[src/rtl/wm_phase_timer.sv]
// wm_phase_timer: programmable per-phase countdown timer for the washing
// machine controller. A 1 s tick is derived from Clk with a divisor chosen
// by Clk_Freq. A loaded duration counts down to zero with pause and abort.
//
// Optional feature: define WM_PHASE_TIMER_MIN_TICK_EN to add a
// seconds-in-minute counter that drives Min_Tick once every 60 seconds.
// When the macro is undefined, Min_Tick is tied low and no counter is built.
module wm_phase_timer #(
    parameter int PRESC_W = 24,
    parameter int SEC_W   = 12,
    parameter int DIV0    = 1000000,
    parameter int DIV1    = 2000000,
    parameter int DIV2    = 4000000,
    parameter int DIV3    = 8000000
) (
    input  logic             Clk,
    input  logic             Rst,
    input  logic [1:0]       Clk_Freq,
    input  logic             Start,
    input  logic [SEC_W-1:0] Duration,
    input  logic             Pause,
    input  logic             Abort,
    output logic             Busy,
    output logic             Paused,
    output logic             Sec_Tick,
    output logic [SEC_W-1:0] Remaining,
    output logic             Done,
    output logic             Min_Tick
);

    // The divisor register holds divisor-1. That way a divisor of
    // 2^PRESC_W still fits in PRESC_W bits, and the terminal-count test
    // is a direct equality against the prescaler.
    localparam logic [PRESC_W-1:0] DIV0_M1 = PRESC_W'(DIV0 - 1);
    localparam logic [PRESC_W-1:0] DIV1_M1 = PRESC_W'(DIV1 - 1);
    localparam logic [PRESC_W-1:0] DIV2_M1 = PRESC_W'(DIV2 - 1);
    localparam logic [PRESC_W-1:0] DIV3_M1 = PRESC_W'(DIV3 - 1);

    typedef enum logic [1:0] {
        ST_IDLE = 2'd0,
        ST_RUN  = 2'd1,
        ST_HOLD = 2'd2
    } state_t;

    state_t             state_q, state_d;
    logic [PRESC_W-1:0] presc_q, presc_d;
    logic [PRESC_W-1:0] div_m1_q, div_m1_d;
    logic [SEC_W-1:0]   rem_q, rem_d;
    logic               busy_q, busy_d;
    logic               paused_q, paused_d;
    logic               sec_tick_q, sec_tick_d;
    logic               done_q, done_d;
    logic [PRESC_W-1:0] div_sel;

`ifdef WM_PHASE_TIMER_MIN_TICK_EN
    logic [5:0]         sec_cnt_q, sec_cnt_d;
    logic               min_tick_q, min_tick_d;
`endif

    // Divisor for the frequency currently selected; latched only on Start.
    always_comb begin
        case (Clk_Freq)
            2'b00:   div_sel = DIV0_M1;
            2'b01:   div_sel = DIV1_M1;
            2'b10:   div_sel = DIV2_M1;
            default: div_sel = DIV3_M1;
        endcase
    end

    // Next-state logic. Priority: Abort > Start > Pause > terminal count.
    // Start is only meaningful in IDLE, and Abort/Pause only while busy,
    // so each state only looks at the inputs that can affect it.
    always_comb begin
        state_d    = state_q;
        presc_d    = presc_q;
        div_m1_d   = div_m1_q;
        rem_d      = rem_q;
        sec_tick_d = 1'b0;
        done_d     = 1'b0;
`ifdef WM_PHASE_TIMER_MIN_TICK_EN
        sec_cnt_d  = sec_cnt_q;
        min_tick_d = 1'b0;
`endif
        case (state_q)
            ST_IDLE: begin
                if (Start) begin
                    if (Duration != '0) begin
                        rem_d    = Duration;
                        presc_d  = '0;
                        div_m1_d = div_sel;
                        state_d  = ST_RUN;
`ifdef WM_PHASE_TIMER_MIN_TICK_EN
                        sec_cnt_d = '0;
`endif
                    end else begin
                        // A zero-length phase completes immediately.
                        done_d = 1'b1;
                    end
                end
            end
            ST_RUN, ST_HOLD: begin
                if (Abort) begin
                    state_d = ST_IDLE;
                    rem_d   = '0;
                    presc_d = '0;
`ifdef WM_PHASE_TIMER_MIN_TICK_EN
                    sec_cnt_d = '0;
`endif
                end else if (Pause) begin
                    // Everything freezes; a coincident terminal count is
                    // deferred, so the prescaler stays at divisor-1.
                    state_d = ST_HOLD;
                end else begin
                    // Leaving HOLD counts on the same edge, so the pause
                    // costs exactly as many cycles as Pause was high.
                    state_d = ST_RUN;
                    if (presc_q == div_m1_q) begin
                        presc_d    = '0;
                        sec_tick_d = 1'b1;
                        if (rem_q != '0) begin
                            rem_d = rem_q - 1'b1;
                        end
                        if (rem_q == SEC_W'(1)) begin
                            done_d  = 1'b1;
                            state_d = ST_IDLE;
                        end
`ifdef WM_PHASE_TIMER_MIN_TICK_EN
                        if (sec_cnt_q == 6'd59) begin
                            sec_cnt_d  = '0;
                            min_tick_d = 1'b1;
                        end else begin
                            sec_cnt_d = sec_cnt_q + 1'b1;
                        end
`endif
                    end else begin
                        presc_d = presc_q + 1'b1;
                    end
                end
            end
            default: begin
                state_d = ST_IDLE;
                rem_d   = '0;
                presc_d = '0;
            end
        endcase
        busy_d   = (state_d != ST_IDLE);
        paused_d = (state_d == ST_HOLD);
    end

    // State and registered outputs; reset clears everything, so a reset
    // mid-run simply drops the phase without a Done.
    always_ff @(posedge Clk or negedge Rst) begin
        if (!Rst) begin
            state_q    <= ST_IDLE;
            presc_q    <= '0;
            div_m1_q   <= '0;
            rem_q      <= '0;
            busy_q     <= 1'b0;
            paused_q   <= 1'b0;
            sec_tick_q <= 1'b0;
            done_q     <= 1'b0;
`ifdef WM_PHASE_TIMER_MIN_TICK_EN
            sec_cnt_q  <= '0;
            min_tick_q <= 1'b0;
`endif
        end else begin
            state_q    <= state_d;
            presc_q    <= presc_d;
            div_m1_q   <= div_m1_d;
            rem_q      <= rem_d;
            busy_q     <= busy_d;
            paused_q   <= paused_d;
            sec_tick_q <= sec_tick_d;
            done_q     <= done_d;
`ifdef WM_PHASE_TIMER_MIN_TICK_EN
            sec_cnt_q  <= sec_cnt_d;
            min_tick_q <= min_tick_d;
`endif
        end
    end

    assign Busy      = busy_q;
    assign Paused    = paused_q;
    assign Sec_Tick  = sec_tick_q;
    assign Remaining = rem_q;
    assign Done      = done_q;
`ifdef WM_PHASE_TIMER_MIN_TICK_EN
    assign Min_Tick  = min_tick_q;
`else
    assign Min_Tick  = 1'b0;
`endif

endmodule
[config.mk]
export PLATFORM = sky130hd
export DESIGN_NAME = wm_phase_timer
export DESIGN_NICKNAME = d
export VERILOG_FILES = /design/src/rtl/wm_phase_timer.sv
export SDC_FILE = /design/constraint.sdc
export NUM_CORES = 1
export LEC_CHECK = 0
export CORE_ASPECT_RATIO = 0.7
export CORE_MARGIN = 5
export CORE_UTILIZATION = 52
export CTS_BUF_LIST = sky130_fd_sc_hd__clkbuf_4 sky130_fd_sc_hd__clkbuf_8
export CTS_CLUSTER_DIAMETER = 200
export CTS_CLUSTER_SIZE = 24
export DETAILED_ROUTE_END_ITERATION = 6
export GPL_ROUTABILITY_DRIVEN = 1
export PLACE_DENSITY = 0.78
export SYNTH_ARGS = -nofsm -noshare
export SYNTH_HDL_FRONTEND = slang
export SYNTH_SLANG_ARGS = --single-unit
[constraint.sdc]
create_clock -name Clk -period 2.3 [get_ports Clk]
set_input_delay 0.23 -clock Clk [delete_from_list [all_inputs] [get_ports Clk]]
set_output_delay 0.23 -clock Clk [all_outputs]
set_load 0.05 [all_outputs]
==> key figures, run 1 <==
Logic synthesis
  • Top post-synthesis cells by area: dfrtp_1 43%, xor2_1 5.6%, nor2_1 4.8%
  • Synthesized area: 3000 µm²
  • Area share of the largest cell type after synthesis: 43.4%
  • Mapped Avg Cell Area: 9.05 µm²
  • Synth Instances: 331
  • Yosys reg bits: 52
  • Synth Warn #: 0
  • Post-synthesis net count: 356
  • Cell variety after synth: 51
  • Sequential fraction of the synthesis area: 43.4%
  • Dominant cell type by area after synthesis: dfrtp_1

Clock network
  • H-tree levels: 2
  • CTS Buf Count: 5
  • Clk root buf: clkbuf_8
  • CTS Buffer Depth: 2
  • Clk slew on worst S/H paths: 0.10 ns
  • Clk sinks: 52
  • CTS tree: done
  • Clk_lat worst skew: 0.31 ns

Global routing
  • Grt total ovfl: 0
  • Initial antenna violation count: 0
  • Vias in the first global route: 2855
  • Wire length of the first global-routing pass: 14.5 mm
  • Largest net degree at the start of global routing: 30
  • Total GRT Usage: between 20% and 30%

Timing
  • Final hold violations: 0
  • RSZ-0062 raised after global routing: yes
  • Fin crit share: 101%
  • Max Clock Skew: 0.0135 ns
  • Fin crit period: 2.33 ns
  • Fin worst setup slack: -0.0322 ns
  • Pin slew with the least headroom to its limit: around 0.73 ns
  • Fin. max-slew vios: 0
  • Fmax: 0.429 GHz
  • Relative slew slack: 50.8%
  • Final Setup Violations: 2
  • Hold slack: 0.511 ns

Worst setup path
  • Worst-path fanout max: 5
  • CP Data Required Time: 2.48 ns
  • FF-to-FF path depth: 7
  • Stages on worst setup path: 7
  • Critical path arrival: about 2.5 ns
  • Cell family with most CP delay: simple AND/OR/NAND/NOR gates
  • Critical Path Max Stage Delay: 0.55 ns
  • Worst path slowest cell: or4_4
  • Startpoint types: register
  • CP Cell Sequence: or4_4 > nor4b_4 > buf_4 > and2_4 > o31a_1 > inv_2 > a221o_1
  • Critical setup path kind: register to register
  • CP Capture Type: register
  • Buf+Inv Stages, Crit Path: 2

Finish
  • Most common cell after layout, fill and taps aside: buf_4
  • Final non-filler cell total: 501
  • Share of cells above drive strength 1: 22.5%
  • Final nets: 450
  • Layout area overhead: 35.9%
  • Ant. Diodes: 0
  • Most frequent cells in the layout: 63 x buf_4, 50 x dfrtp_1, 38 x nor2_1
  • Final Util: a little under three quarters

Floorplanning
  • Initial Utilization: a little over half
  • Die X: 101 µm
  • Ports: 36
  • Row count: 23
  • Core ar.: 5670 µm²
  • Die Area: between 7000 and 8000 µm²
  • Die Y: 73.5 µm

Power
  • Pwr Density: 1080 nW/µm²
  • Leak: 1.78 nW
  • Total Power: 4.40 mW
  • Worst vdd ir: 0.926 mV

Status
  • Outcome: finished with violations
  • Violated checks: negative setup slack

Placement
  • PortBufs: 34
  • Final GP Congestion: 0.957
  • Detailed Place HPWL: 6.64 mm
  • Inst Count DP: slightly below 500

Job
  • Max_cap viols: 0

Routing
  • Starting DRT DRC Count: 338
  • DRT antenna net count: 0
  • DRC: 0
  • Pre-Repair DR Iteration Count: 5
  • Routed via count: roughly 3000
  • Drt total wl: 8.63 mm
  • Vias per inst: 6.00
  • Post-DR wirelength/cell: around 17 µm

Min path
  • Worst hold path type: input port to async pin
## worst paths after layout
path	start	end	slack, ns
max reg2reg	Remaining[7]$_DFFE_PN0P_	Remaining[9]$_DFFE_PN0P_	-0.03
max in group asynchronous	Rst	Remaining[0]$_DFFE_PN0P_	1.22
min reg2reg	div_m1_q[16]$_DFFE_PN0P_	div_m1_q[16]$_DFFE_PN0P_	0.51
min	Rst	presc_q[9]$_DFFE_PN0P_	0.51
min in group Clk	div_m1_q[16]$_DFFE_PN0P_	div_m1_q[16]$_DFFE_PN0P_	0.51
max	Remaining[7]$_DFFE_PN0P_	Remaining[9]$_DFFE_PN0P_	-0.03
## kinds of logic after synthesis
kind of cell / count (synthesis) / share of synthesized area [%]
other: 1 / 0.125
AO/OA/AOI/OAI: 68 / 15.5
adder cells (fa/ha/maj): 6 / 2.51
flip-flops: 52 / 43.4
AND/OR/NAND/NOR: 150 / 25.9
buffers and inverters: 23 / 3.47
XOR/XNOR: 31 / 9.06
## through the flow
| stage | area [µm²] | setup TNS (ns) | setup slack [ns] |
|---|---|---|---|
| 2_1_floorplan | 3000 | 0 | 0.0330 |
| 3_3_place_gp | 3880 | -1.74 | -0.127 |
| 3_5_place_dp | 3880 | -2.79 | -0.204 |
| 4_1_cts | 4030 | -0.0362 | -0.0362 |
| 5_1_grt | 4070 | -0.265 | -0.0776 |
| 6_report | 4070 | -0.0349 | -0.0322 |
## synthesized netlist by cell type, drive strengths merged
library cell and n:
a211oi 2, a21o 2, a21oi 11, a221o 1, a22o 1, a22oi 6, a31oi 1, a32o 1
a32oi 2, and2 4, and3 6, and4 6, buf 3, clkbuf 11, conb 1, dfrtp 52
dlygate4sd2 1, ha 6, inv 8, nand2 29, nand2b 4, nand3 13, nand4 10, nor2 38
nor2b 2, nor3 13, nor4 8, nor4b 1, o2111ai 1, o211ai 5, o21a 1, o21ai 19
o22ai 2, o311ai 2, o31a 3, o31ai 7, o41ai 1, or2 3, or3 8, or4 5
xnor2 12, xor2 19
## registers in the layout, indices dropped and copies added (netlist names)
name and cells:
div_m1_q 10, Paused 1, Done 1, Busy 1, Remaining 12, presc_q 24
Sec_Tick 1, state_q 2
## layer usage
layer / global-route usage [%] / vias up / routed length, µm
li1: - / 1392 / -
met1: 38.5 / 1418 / 3890
met2: 35.3 / 183 / 3680
met3: 6.17 / 14 / 934
met4: 7.03 / 0 / 125
met5: 0 / - / 0
## report_power, final
| part | internal (mW) | switching [mW] |
|---|---|---|
| clock | 0.335 | 0.289 |
| sequential | 1.12 | 0.180 |
| combinational | 1.01 | 1.46 |
## cell type report
cell class / instances / area, µm²
timing repair buffer: 101 / 878
tap: 75 / 93.8
sequential: 52 / 1300
multi-input combinational: 257 / 1650
inverter: 8 / 30.0
clock inverter: 2 / 35.0
clock buffer: 6 / 76.3
fill: 411 / 1600
## repair_timing
item                                    CTS  global route
endpoints found under the hold margin    28             0
resized for setup                         4             8
pin swaps                                 3             4
buffers inserted                          1             1
hold buffers                              1             0
endpoints found under the setup margin   14            35
cloned                                    1             0
No activity file was read; power rests on OpenSTA's default activity.
==> inputs of run 2 (changes only) <==
--- a/config.mk
+++ b/config.mk
@@ -10,7 +10,6 @@
 export CORE_UTILIZATION = 52
 export CTS_BUF_LIST = sky130_fd_sc_hd__clkbuf_4 sky130_fd_sc_hd__clkbuf_8
 export CTS_CLUSTER_DIAMETER = 200
-export CTS_CLUSTER_SIZE = 24
 export DETAILED_ROUTE_END_ITERATION = 6
 export GPL_ROUTABILITY_DRIVEN = 1
 export PLACE_DENSITY = 0.78
==> results of run 2 <==
No change in the layout: final DEF, timing and power equal those of run 1.
==> inputs of run 3 (changes only) <==
--- a/config.mk
+++ b/config.mk
@@ -5,7 +5,6 @@
 export SDC_FILE = /design/constraint.sdc
 export NUM_CORES = 1
 export LEC_CHECK = 0
-export CORE_ASPECT_RATIO = 0.7
 export CORE_MARGIN = 5
 export CORE_UTILIZATION = 52
 export CTS_BUF_LIST = sky130_fd_sc_hd__clkbuf_4 sky130_fd_sc_hd__clkbuf_8
==> key figures, run 3 (synthesis results as in run 1) <==
Status
  • Outcome: finished, final reports clean

Global routing
  • Vias in the first global route: 2826
  • Total GRT Usage: 23.6%
  • Wire length of the first global-routing pass: 13.9 mm
  • Met2 Usage GRT: between 30% and 40%
  • Largest net degree at the start of global routing: 29
  • Initial antenna violation count: 0
  • Gr busiest metal: met2
  • Met1 Use GR: about a third
  • Met3 usage: around 4.6%
  • Grt total ovfl: 0

Job
  • Max_cap viols: 0

Clock network
  • CTS tree: done
  • Clk_lat worst skew: 0.32 ns
  • CTS Buffer Depth: 2
  • H-tree levels: 2
  • Clk sinks: 52
  • Clk root buf: clkbuf_8
  • CTS Buf Count: 5
  • Clk slew on worst S/H paths: 0.09 ns

Floorplanning
  • Die Y: 85.9 µm
  • Ports: 36
  • Initial Utilization: 54.1%
  • Die X: 85.9 µm
  • Die Area: roughly 7400 µm²
  • Core ar.: between 5000 and 6000 µm²
  • Row count: 27

Routing
  • DRC: 0
  • Vias per inst: 5.93
  • Drt total wl: between 8 and 9 mm
  • Routed via count: 2910
  • Post-DR wirelength/cell: 17.2 µm
  • Pre-Repair DR Iteration Count: 4
  • DRT antenna net count: 0
  • Starting DRT DRC Count: 312

Timing
  • Hold slack: 0.459 ns
  • Fin crit share: 99.5%
  • Final Setup Violations: 0
  • Fin. max-slew vios: 0
  • RSZ-0062 raised after global routing: yes
  • Relative slew slack: 54.2%
  • Final hold violations: 0
  • Fmax: 0.437 GHz
  • Max Clock Skew: 0.0139 ns
  • Fin crit period: about 2.3 ns
  • Pin slew with the least headroom to its limit: 0.684 ns

Power
  • Leak: 1.73 nW
  • Worst vdd ir: 0.801 mV
  • Total Power: approximately 4.1 mW
  • Pwr Density: 1040 nW/µm²

Placement
  • PortBufs: 34
  • Final GP Congestion: 0.937
  • DP Area: 3820 µm²
  • Detailed Place HPWL: 6.23 mm

Finish
  • Most common cell after layout, fill and taps aside: buf_4
  • Most frequent cells in the layout: 56 x buf_4, 50 x dfrtp_1, 38 x nor2_1
  • Reg with most FFs: presc_q
  • Design Area, Final: 3990 µm²
  • Final nets: 443
  • Layout area overhead: 33.1%
  • Max reg flops: 24
  • Ant. Diodes: 0
  • Share of cells above drive strength 1: 21.0%

Worst setup path
  • Startpoint types: register
  • Cell family with most CP delay: simple AND/OR/NAND/NOR gates
  • CP Data Required Time: 2.49 ns
  • Critical Path Max Stage Delay: 0.60 ns
  • CP Capture Type: register
  • Worst-path fanout max: 4
  • Worst path slowest cell: or4_1
  • Buf+Inv Stages, Crit Path: 2
  • Critical setup path kind: register to register
  • Critical path arrival: 2.48 ns
  • CP Cell Sequence: or4_1 > nor4b_2 > and2_1 > o31a_1 > buf_4 > inv_1 > a221o_1

Min path
  • Worst hold path type: input port to async pin
-- run 3: cell count changes in the layout (fill, tap and decap cells not counted), sizes merged --
cell and delta:
clkinv +1, bufinv -1, buf -7, inv +1
clkbuf -1
-- run 3: through the flow --
stage               setup TNS [ns]  worst slack, ns  std cells  utilization [%]
finish                           0           0.0106        491             72.0
global placement             -3.24           -0.203        480             69.0
floorplan                        0           0.0330        331                -
detailed placement           -4.99           -0.241        480             69.0
CTS                              0          0.00370        489             71.0
global route               -0.0692          -0.0472        491             72.0
-- run 3: final cells by class --
class	instances	area (µm²)
fill	428	1550
clock buffer	5	68.8
tap	72	90.1
inverter	8	30.0
clock inverter	3	22.5
multi-input combinational	257	1650
timing repair buffer	94	826
sequential	52	1300
-- run 3: routing by layer --
layer,part of all wire (%),vias to the layer above
li1,-,1376
met1,45,1404
met2,46,116
met4,1.5,0
met5,0,-
met3,6.9,14
-- run 3: worst paths after layout --
kind | startpoint | to | cells past startpoint | slack (ns)
max in group asynchronous | Rst | presc_q[18]$_DFFE_PN0P_ | 3 | 1.28
worst max-delay path | Remaining[6]$_DFFE_PN0P_ | Remaining[9]$_DFFE_PN0P_ | 7 | 0.01
worst min-delay path | Rst | Remaining[9]$_DFFE_PN0P_ | 2 | 0.46
worst max register to register | Remaining[6]$_DFFE_PN0P_ | Remaining[9]$_DFFE_PN0P_ | 7 | 0.01
worst min register to register | div_m1_q[16]$_DFFE_PN0P_ | div_m1_q[16]$_DFFE_PN0P_ | 1 | 0.53
min in group Clk | div_m1_q[16]$_DFFE_PN0P_ | div_m1_q[16]$_DFFE_PN0P_ | 1 | 0.53
-- run 3: what timing repair did --
item / CTS / global route
buffers inserted: 0 / 1
pin swaps: 1 / 2
hold buffers: 1 / 0
endpoints found under the setup margin: 9 / 37
gates cloned: 0 / 1
hold endpoints to repair: 24 / 0
gates resized for setup: 2 / 8
-- run 3: power breakdown --
part	internal (mW)	leakage [nW]	switching (mW)	total, mW
combinational	0.912	1.00	1.37	2.28
sequential	1.12	0.679	0.186	1.31
clock	0.219	0.0485	0.326	0.544
